[src/rtl/dcpu16_arb.sv]
// ---------------------------------------------------------------------------
// dcpu16_arb
//
// Two-master, one-slave bus arbiter for a DCPU-16 style core. The CPU has a
// fetch bus (f_*) and a general bus (g_*); both compete for one memory port
// (m_*). Only one access is in flight at a time.
//
// Access sequence:
//   IDLE -> FBUS/GBUS (grant: memory address/data/write-enable registered)
//        -> DONE      (memory acknowledged or wait counter expired)
//        -> IDLE      (the requester's ack pulses while in DONE)
//
// Ties are broken round robin. The last-grant flag resets to G, so F wins
// the first tie after reset. An access that waits TMO cycles without m_ack
// is completed with read data 16'h0000 and a one-cycle err pulse alongside
// the ack.
//
// Parameters:
//   TMO    cycles a granted access waits for m_ack before it is aborted
//          (2..255)
//
// Ports:
//   clk, rst                      clock, synchronous active-high reset
//   f_adr/f_stb/f_wre/f_dto       fetch-bus request from CPU
//   f_dti/f_ack                   fetch-bus read data and ack pulse
//   g_adr/g_stb/g_wre/g_dto       general-bus request from CPU
//   g_dti/g_ack                   general-bus read data and ack pulse
//   m_adr/m_stb/m_wre/m_dto       memory request
//   m_dti/m_ack                   memory read data and acknowledge
//   err                           one-cycle pulse: access ended by timeout
// ---------------------------------------------------------------------------
module dcpu16_arb #(
    parameter int unsigned TMO = 16
) (
    input  logic        clk,
    input  logic        rst,

    input  logic [15:0] f_adr,
    input  logic        f_stb,
    input  logic        f_wre,
    input  logic [15:0] f_dto,
    output logic [15:0] f_dti,
    output logic        f_ack,

    input  logic [15:0] g_adr,
    input  logic        g_stb,
    input  logic        g_wre,
    input  logic [15:0] g_dto,
    output logic [15:0] g_dti,
    output logic        g_ack,

    output logic [15:0] m_adr,
    output logic        m_stb,
    output logic        m_wre,
    output logic [15:0] m_dto,
    input  logic [15:0] m_dti,
    input  logic        m_ack,

    output logic        err
);

    localparam int         NBUS      = 2;
    localparam logic       BUS_F     = 1'b0;
    localparam logic       BUS_G     = 1'b1;
    // Wait-counter value on the last cycle an access may still be acked.
    localparam logic [7:0] WAIT_LAST = 8'(TMO - 1);

    typedef enum logic [1:0] {
        IDLE,
        FBUS,
        GBUS,
        DONE
    } state_t;

    // -----------------------------------------------------------------------
    // Requesting buses gathered into arrays, index 0 = F, index 1 = G
    // -----------------------------------------------------------------------
    logic [15:0] bus_adr [NBUS];
    logic [15:0] bus_dto [NBUS];
    logic        bus_wre [NBUS];
    logic        bus_stb [NBUS];

    assign bus_adr[0] = f_adr;
    assign bus_dto[0] = f_dto;
    assign bus_wre[0] = f_wre;
    assign bus_stb[0] = f_stb;
    assign bus_adr[1] = g_adr;
    assign bus_dto[1] = g_dto;
    assign bus_wre[1] = g_wre;
    assign bus_stb[1] = g_stb;

    // -----------------------------------------------------------------------
    // State
    // -----------------------------------------------------------------------
    state_t      state_reg, state_next;
    // Bus granted most recently. It updates on every grant, so throughout
    // FBUS/GBUS/DONE it also names the bus currently being served.
    logic        last_reg, last_next;
    logic [7:0]  wait_reg, wait_next;
    logic [15:0] m_adr_reg, m_adr_next;
    logic [15:0] m_dto_reg, m_dto_next;
    logic        m_wre_reg, m_wre_next;
    logic        err_reg, err_next;

    logic [15:0] dti_reg [NBUS];
    logic        ack_reg [NBUS];

    logic        grant_valid;
    logic        grant_bus;
    logic        in_access;
    logic        timeout_hit;
    logic        finish;

    // -----------------------------------------------------------------------
    // Round-robin grant decision (only acted on in IDLE)
    // -----------------------------------------------------------------------
    always_comb begin
        grant_valid = bus_stb[0] | bus_stb[1];
        if (bus_stb[0] && bus_stb[1]) begin
            grant_bus = ~last_reg;
        end else begin
            grant_bus = bus_stb[1] ? BUS_G : BUS_F;
        end
    end

    assign in_access   = (state_reg == FBUS) || (state_reg == GBUS);
    // An ack on the final wait cycle wins over the timeout.
    assign timeout_hit = in_access && !m_ack && (wait_reg == WAIT_LAST);
    assign finish      = in_access && (m_ack || (wait_reg == WAIT_LAST));

    // -----------------------------------------------------------------------
    // Next-state / datapath logic
    // -----------------------------------------------------------------------
    always_comb begin
        state_next = state_reg;
        last_next  = last_reg;
        wait_next  = wait_reg;
        m_adr_next = m_adr_reg;
        m_dto_next = m_dto_reg;
        m_wre_next = m_wre_reg;
        err_next   = 1'b0;

        case (state_reg)
            IDLE: begin
                // m_ack is ignored here; only requests matter.
                if (grant_valid) begin
                    state_next = (grant_bus == BUS_G) ? GBUS : FBUS;
                    last_next  = grant_bus;
                    wait_next  = 8'd0;
                    m_adr_next = bus_adr[grant_bus];
                    m_dto_next = bus_dto[grant_bus];
                    m_wre_next = bus_wre[grant_bus];
                end
            end

            FBUS, GBUS: begin
                if (finish) begin
                    state_next = DONE;
                    err_next   = timeout_hit;
                end else begin
                    wait_next = wait_reg + 8'd1;
                end
            end

            DONE: begin
                // Requests are not sampled here, so a CPU that drops its
                // strobe on the ack edge is never granted again.
                state_next = IDLE;
            end

            default: begin
                state_next = IDLE;
            end
        endcase
    end

    always_ff @(posedge clk) begin
        if (rst) begin
            state_reg <= IDLE;
            last_reg  <= BUS_G;
            wait_reg  <= 8'd0;
            m_adr_reg <= 16'h0000;
            m_dto_reg <= 16'h0000;
            m_wre_reg <= 1'b0;
            err_reg   <= 1'b0;
        end else begin
            state_reg <= state_next;
            last_reg  <= last_next;
            wait_reg  <= wait_next;
            m_adr_reg <= m_adr_next;
            m_dto_reg <= m_dto_next;
            m_wre_reg <= m_wre_next;
            err_reg   <= err_next;
        end
    end

    // -----------------------------------------------------------------------
    // Per-bus return path: read-data register and ack pulse. The ack is set
    // on the edge that enters DONE, so it is high exactly while in DONE.
    // -----------------------------------------------------------------------
    generate
        for (genvar gi = 0; gi < NBUS; gi++) begin : g_bus
            logic served;
            assign served = finish && (last_reg == 1'(gi));

            always_ff @(posedge clk) begin
                if (rst) begin
                    dti_reg[gi] <= 16'h0000;
                    ack_reg[gi] <= 1'b0;
                end else begin
                    ack_reg[gi] <= served;
                    if (served) begin
                        dti_reg[gi] <= m_ack ? m_dti : 16'h0000;
                    end
                end
            end
        end
    endgenerate

    // -----------------------------------------------------------------------
    // Outputs
    // -----------------------------------------------------------------------
    assign m_stb = in_access;
    assign m_adr = m_adr_reg;
    assign m_dto = m_dto_reg;
    assign m_wre = m_wre_reg;
    assign err   = err_reg;
    assign f_dti = dti_reg[0];
    assign f_ack = ack_reg[0];
    assign g_dti = dti_reg[1];
    assign g_ack = ack_reg[1];

endmodule

[config.mk]
export PLATFORM = sky130hd
export DESIGN_NAME = dcpu16_arb
export DESIGN_NICKNAME = d
export VERILOG_FILES = /design/src/rtl/dcpu16_arb.sv
export SDC_FILE = /design/constraint.sdc
export NUM_CORES = 1
export LEC_CHECK = 0
export CAP_MARGIN = 20
export CORE_MARGIN = 2
export CORE_UTILIZATION = 37
export CTS_CLUSTER_SIZE = 16
export DETAILED_ROUTE_END_ITERATION = 6
export GPL_TIMING_DRIVEN = 0
export PLACE_DENSITY = 0.76
export SKIP_CTS_REPAIR_TIMING = 1
export SYNTH_ARGS = -nofsm -noshare
export SYNTH_HDL_FRONTEND = slang
export SYNTH_SLANG_ARGS = --single-unit
[constraint.sdc]
create_clock -name clk -period 2 [get_ports clk]
set_clock_uncertainty 0.05 [all_clocks]
set_input_delay 0.4 -clock clk [delete_from_list [all_inputs] [get_ports clk]]
set_output_delay 0.4 -clock clk [all_outputs]
set_load 0.01 [all_outputs]
==> After elaboration in Yosys (flattened, before gate mapping) <==
Memory sizes are Yosys's and may differ from the RTL's.
Index checks and enable logic that the tools add are counted.
{ "classes": {"eq_ne": 7, "magnitude_cmp": 1, "muxes": 32, "n_bitwise": 9, "add_sub_neg": 1, "reduce_logical": 16} }
{ "ops": {"columns": ["cell", "n"], "rows": [
  ["16-bit 2-to-1 mux", 9],
  ["1-bit 2-to-1 mux", 16],
  ["8-bit 2-to-1 mux", 2],
  ["8-bit one-hot mux with 2 select lines", 1],
  ["8-bit by 1-bit adder with 8-bit output (second input constant)", 1],
  ["8-bit by 4-bit == test with 1-bit output (second input constant)", 1],
  ["1-bit logical AND", 6],
  ["2-bit 2-to-1 mux", 3],
  ["2-bit != test (second input constant)", 3],
  ["2-bit one-hot mux with 3 select lines", 1],
  ["1-bit OR", 5],
  ["2-bit == test (second input constant)", 2],
  ["2-bit AND reduction", 2],
  ["1-bit inverter", 3],
  ["3-bit AND reduction", 1],
  ["3-bit OR reduction", 1],
  ["2-bit by 1-bit == test with 1-bit output (second input constant)", 1],
  ["2-bit greater-or-equal comparator (second input constant)", 1],
  ["2-bit zero test", 1],
  ["1-bit logical OR", 2],
  ["1-bit inverter with 2-bit output", 1],
  ["2-bit nonzero test", 1],
  ["2-bit OR reduction", 1],
  ["1-bit zero test", 1]
]} }
{ "word_totals": {"output_inout_bits": 69, "memories": 2, "ramBits": 34, "in_bits": 87, "ff_bits": 45, "wordCells": 75} }
{ "memory_table": {"columns": ["name", "depth", "word_bits", "rd", "rd_clocked_by_memory_dff", "write_ports", "line", "text"], "rows": [
  ["dti_reg", 2, 16, 2, 0, 2, "105", "logic [15:0] dti_reg [NBUS];"],
  ["ack_reg", 2, 1, 2, 0, 2, "106", "logic ack_reg [NBUS];"]
]} }

==> Logic depth before layout (Yosys ltp) <==
{ "logic_depth": {"word_depth": 8, "ltp_mapped": 7, "ltp_nobuf": 6} }

==> Least setup slack after synthesis <==
Ideal clock, no wire load.
{ "synth_path": {"kind": "register to register", "start": "register state_reg[1]", "end": "memory dti_reg[0][0] (enable)", "setup_ns": 0.372, "arrival_ns": 1.676, "period_less_slack_ns": 2.097, "path_slack_ns": -0.097, "path_stages_with_launch": 8, "n_path_buf": 1, "cell_sequence": "dfxtp_1 > inv_1 > ha_1 > clkbuf_1 > nand2_1 > o21ai_4 > nand2b_1 > nand2_1"} }
{ "synth_rtl": {"columns": ["item", "line", "text"], "rows": [
  ["from (decl)", "95", "state_t state_reg, state_next;"],
  ["from (signal assigned)", "187", "state_reg <= state_next;"],
  ["to (decl)", "105", null]
]} }

==> results_dict.tcl <==
set metrics [dict create \
    routed_via_density 5.121 \
    grt_overflow_total 0 \
    crit_arrival_ns 1.97 \
    drtIter0Drc 129 \
    hold_path_class "reg2reg" \
    die_area_um2 10020 \
    ios 156 \
    drive_gt1_share_pct 9.581 \
    die_w_um 100.1 \
    routed_wl_mm 9.293 \
    synthXorXnorAreaFrac_pct 0 \
    synth_compound_area_share_pct 13.65 \
    whs_ns 0.4497 \
    ys.flop_type "dfxtp_1" \
    yosys.area_share.simple_pct 15.52 \
    portBuffers 155 \
    finish.utilization_pct 58.76 \
    yosys.area.top_type_share_pct 28.11 \
    finalSetupViolations 0 \
    multiInputGateArea_um2 1420 \
    die_h_um 100.1 \
    ys_warn_count 0 \
    vdd_drop_max_mv 0.4276 \
    cp-start-kind "register" \
    synthAdderAreaFrac_pct 1.098 \
    synth_area_um2 3418 \
    drc_errors 0 \
    grt_pass1_wl_mm 14.14 \
    grt_setup_unrepaired "yes" \
    synth_edf_count 32 \
    cts_buffers 9 \
    regArea_um2 1903 \
    track_usage_pct 17.93 \
    finalHoldViolCount 0 \
    path_cells "or4_4, o21ai_4, nand2_1, nand2_4" \
    synth_top_family_by_area "simple AND/OR/NAND/NOR gates" \
    place_hpwl_mm 6.937 \
    synth_nets 417 \
    slew-limit-headroom_pct 68.57 \
    dr.pass1.iters 5 \
    wl_per_cell_um 15.18 \
    syn2layout_area_growth_pct 56.59 \
    maxCapViolations 0 \
    synth_top_area_cell "edfxtp_1" \
    synth_cells 327 \
    antenna_found_initial 0 \
    synth.mux.area_fraction_pct 9.956 \
    cts_tree "built" \
    place.gp.congestion 0.7774 \
    cts_max_level 3 \
    cp_max_fo 16 \
    dpl_worst_slack_ns -0.5866 \
    fin_crit_sh_pct 99.60 \
    worst_slack_ns 0.007982 \
    fin_crit_ns 1.992 \
    initial_utilization_pct 37.53 \
    num_antenna_cells 0 \
    drv_slew 0 \
    ys_ff_latch 79 \
    clock_latency_ns 0.34 \
    pwr_density_cell_nw_per_um2 1066 \
    end_kind "register" \
    clk_pin_slew_ns 0.08 \
    r2r_setup_slack_ns 0.008 \
    clock.fmax_mhz 502.0 \
    rows 35 \
    outcome "completed" \
    critPathKind "reg2reg" \
    grt_max_degree 17 \
    cts.sink_count 79 \
    critPathRequiredTime_ns 1.98 \
    largest_reg_flops 32 \
    synth_cell_types 40 \
    slowest_delay_ns 0.60 \
    tns_ns 0 \
    synth_area_leaders "edfxtp_1, dfxtp_1, mux2i_1" \
    syn_avg_cell_area_um2 10.45 \
    grt_pass1_vias 2937 \
    place_inst 593 \
    worst_pin_slew_ns 0.4715 \
    nets 586 \
    n_fill_cell 810 \
    ys_async_sr_fraction_pct 0 \
    leakagePower_nw 1.998 \
    root_buffer "clkbuf_8" \
    seq_area_frac_synth_pct 55.64 \
    fin_cells 612 \
    slowest_stage "or4_4" \
    clock_path_buffers 2 \
    ant_nets 0 \
    coreArea_um2 9109 \
    route.vias.total 3134 \
]
==> cell usage after synthesis, types with 3 or more instances <==
master / n
edfxtp_1: 32
mux2i_1: 34
nor2_1: 66
a211oi_1: 38
ha_1: 3
or3_1: 3
buf_4: 3
nand3_1: 4
a21oi_1: 5
clkbuf_1: 14
nand2_1: 26
and3_1: 4
inv_1: 8
dfxtp_1: 47
o21ai_0: 7
nor2b_1: 3
==> report_power, final <==
part	internal (mW)	leakage (nW)	switching [mW]
logic	1.24	1.20	1.17
clock network	0.445	0.0797	0.583
registers	2.08	0.723	0.185
total	3.77	2.00	1.94
==> layout by cell type, fill, tap and decap left out, types with 6 or more instances in the layout <==
cell,synthesis,layout
a211oi_1,38,38
mux2i_1,34,34
clkbuf_8,0,9
inv_1,8,8
nand2_1,26,24
clkbuf_1,14,7
o21ai_0,7,7
buf_4,3,6
nor2_1,66,66
edfxtp_1,32,32
clkdlybuf4s50_1,0,154
dfxtp_1,47,46
clkbuf_2,0,6
==> layer usage <==
layer	wire (µm)	vias up	GRT usage [%]
met5	0	-	0
met2	4452	173	30.87
met1	3797	1443	21.51
met3	863	14	4.596
li1	-	1504	-
met4	179	0	7.060
==> cell type report <==
class | count | share of cell area [%]
sequential | 79 | 35.55
timing repair buffer | 157 | 29.31
multi-input combinational | 219 | 26.53
tap | 111 | 2.595
clock buffer | 10 | 2.384
buffer | 22 | 2.361
clock inverter | 6 | 0.7013
inverter | 8 | 0.5610
==> kinds of logic after synthesis <==
| kind of cell | count (synthesis) |
|---|---|
| mux | 34 |
| fa+ha+maj | 3 |
| flops | 79 |
| simple gates | 119 |
| compound gates | 62 |
| buf+inv | 30 |
==> final timing paths <==
check / startpoint / endpoint / cells past startpoint
max: wait_reg[6] / dti_reg[1][4] / 4
min: m_dto[9] / m_dto[9] / 2
max reg2reg: wait_reg[6] / dti_reg[1][4] / 4
min reg2reg: m_dto[9] / m_dto[9] / 2
==> through the flow <==
step	area (µm²)	power [mW]
after floorplan	3423	3.465
after global placement	5114	4.590
after detailed placement	5114	4.641
after CTS	5279	5.670
after global routing	5353	6.055
final	5353	5.705
==> worst max-delay path, delay by kind of cell (launching register included) <==
kind,cells,cell delay (ns)
and+or+nand+nor,3,0.96
AOI/OAI and AO/OA,1,0.32
DFF,1,0.35
No activity file was read; power rests on OpenSTA's default activity.
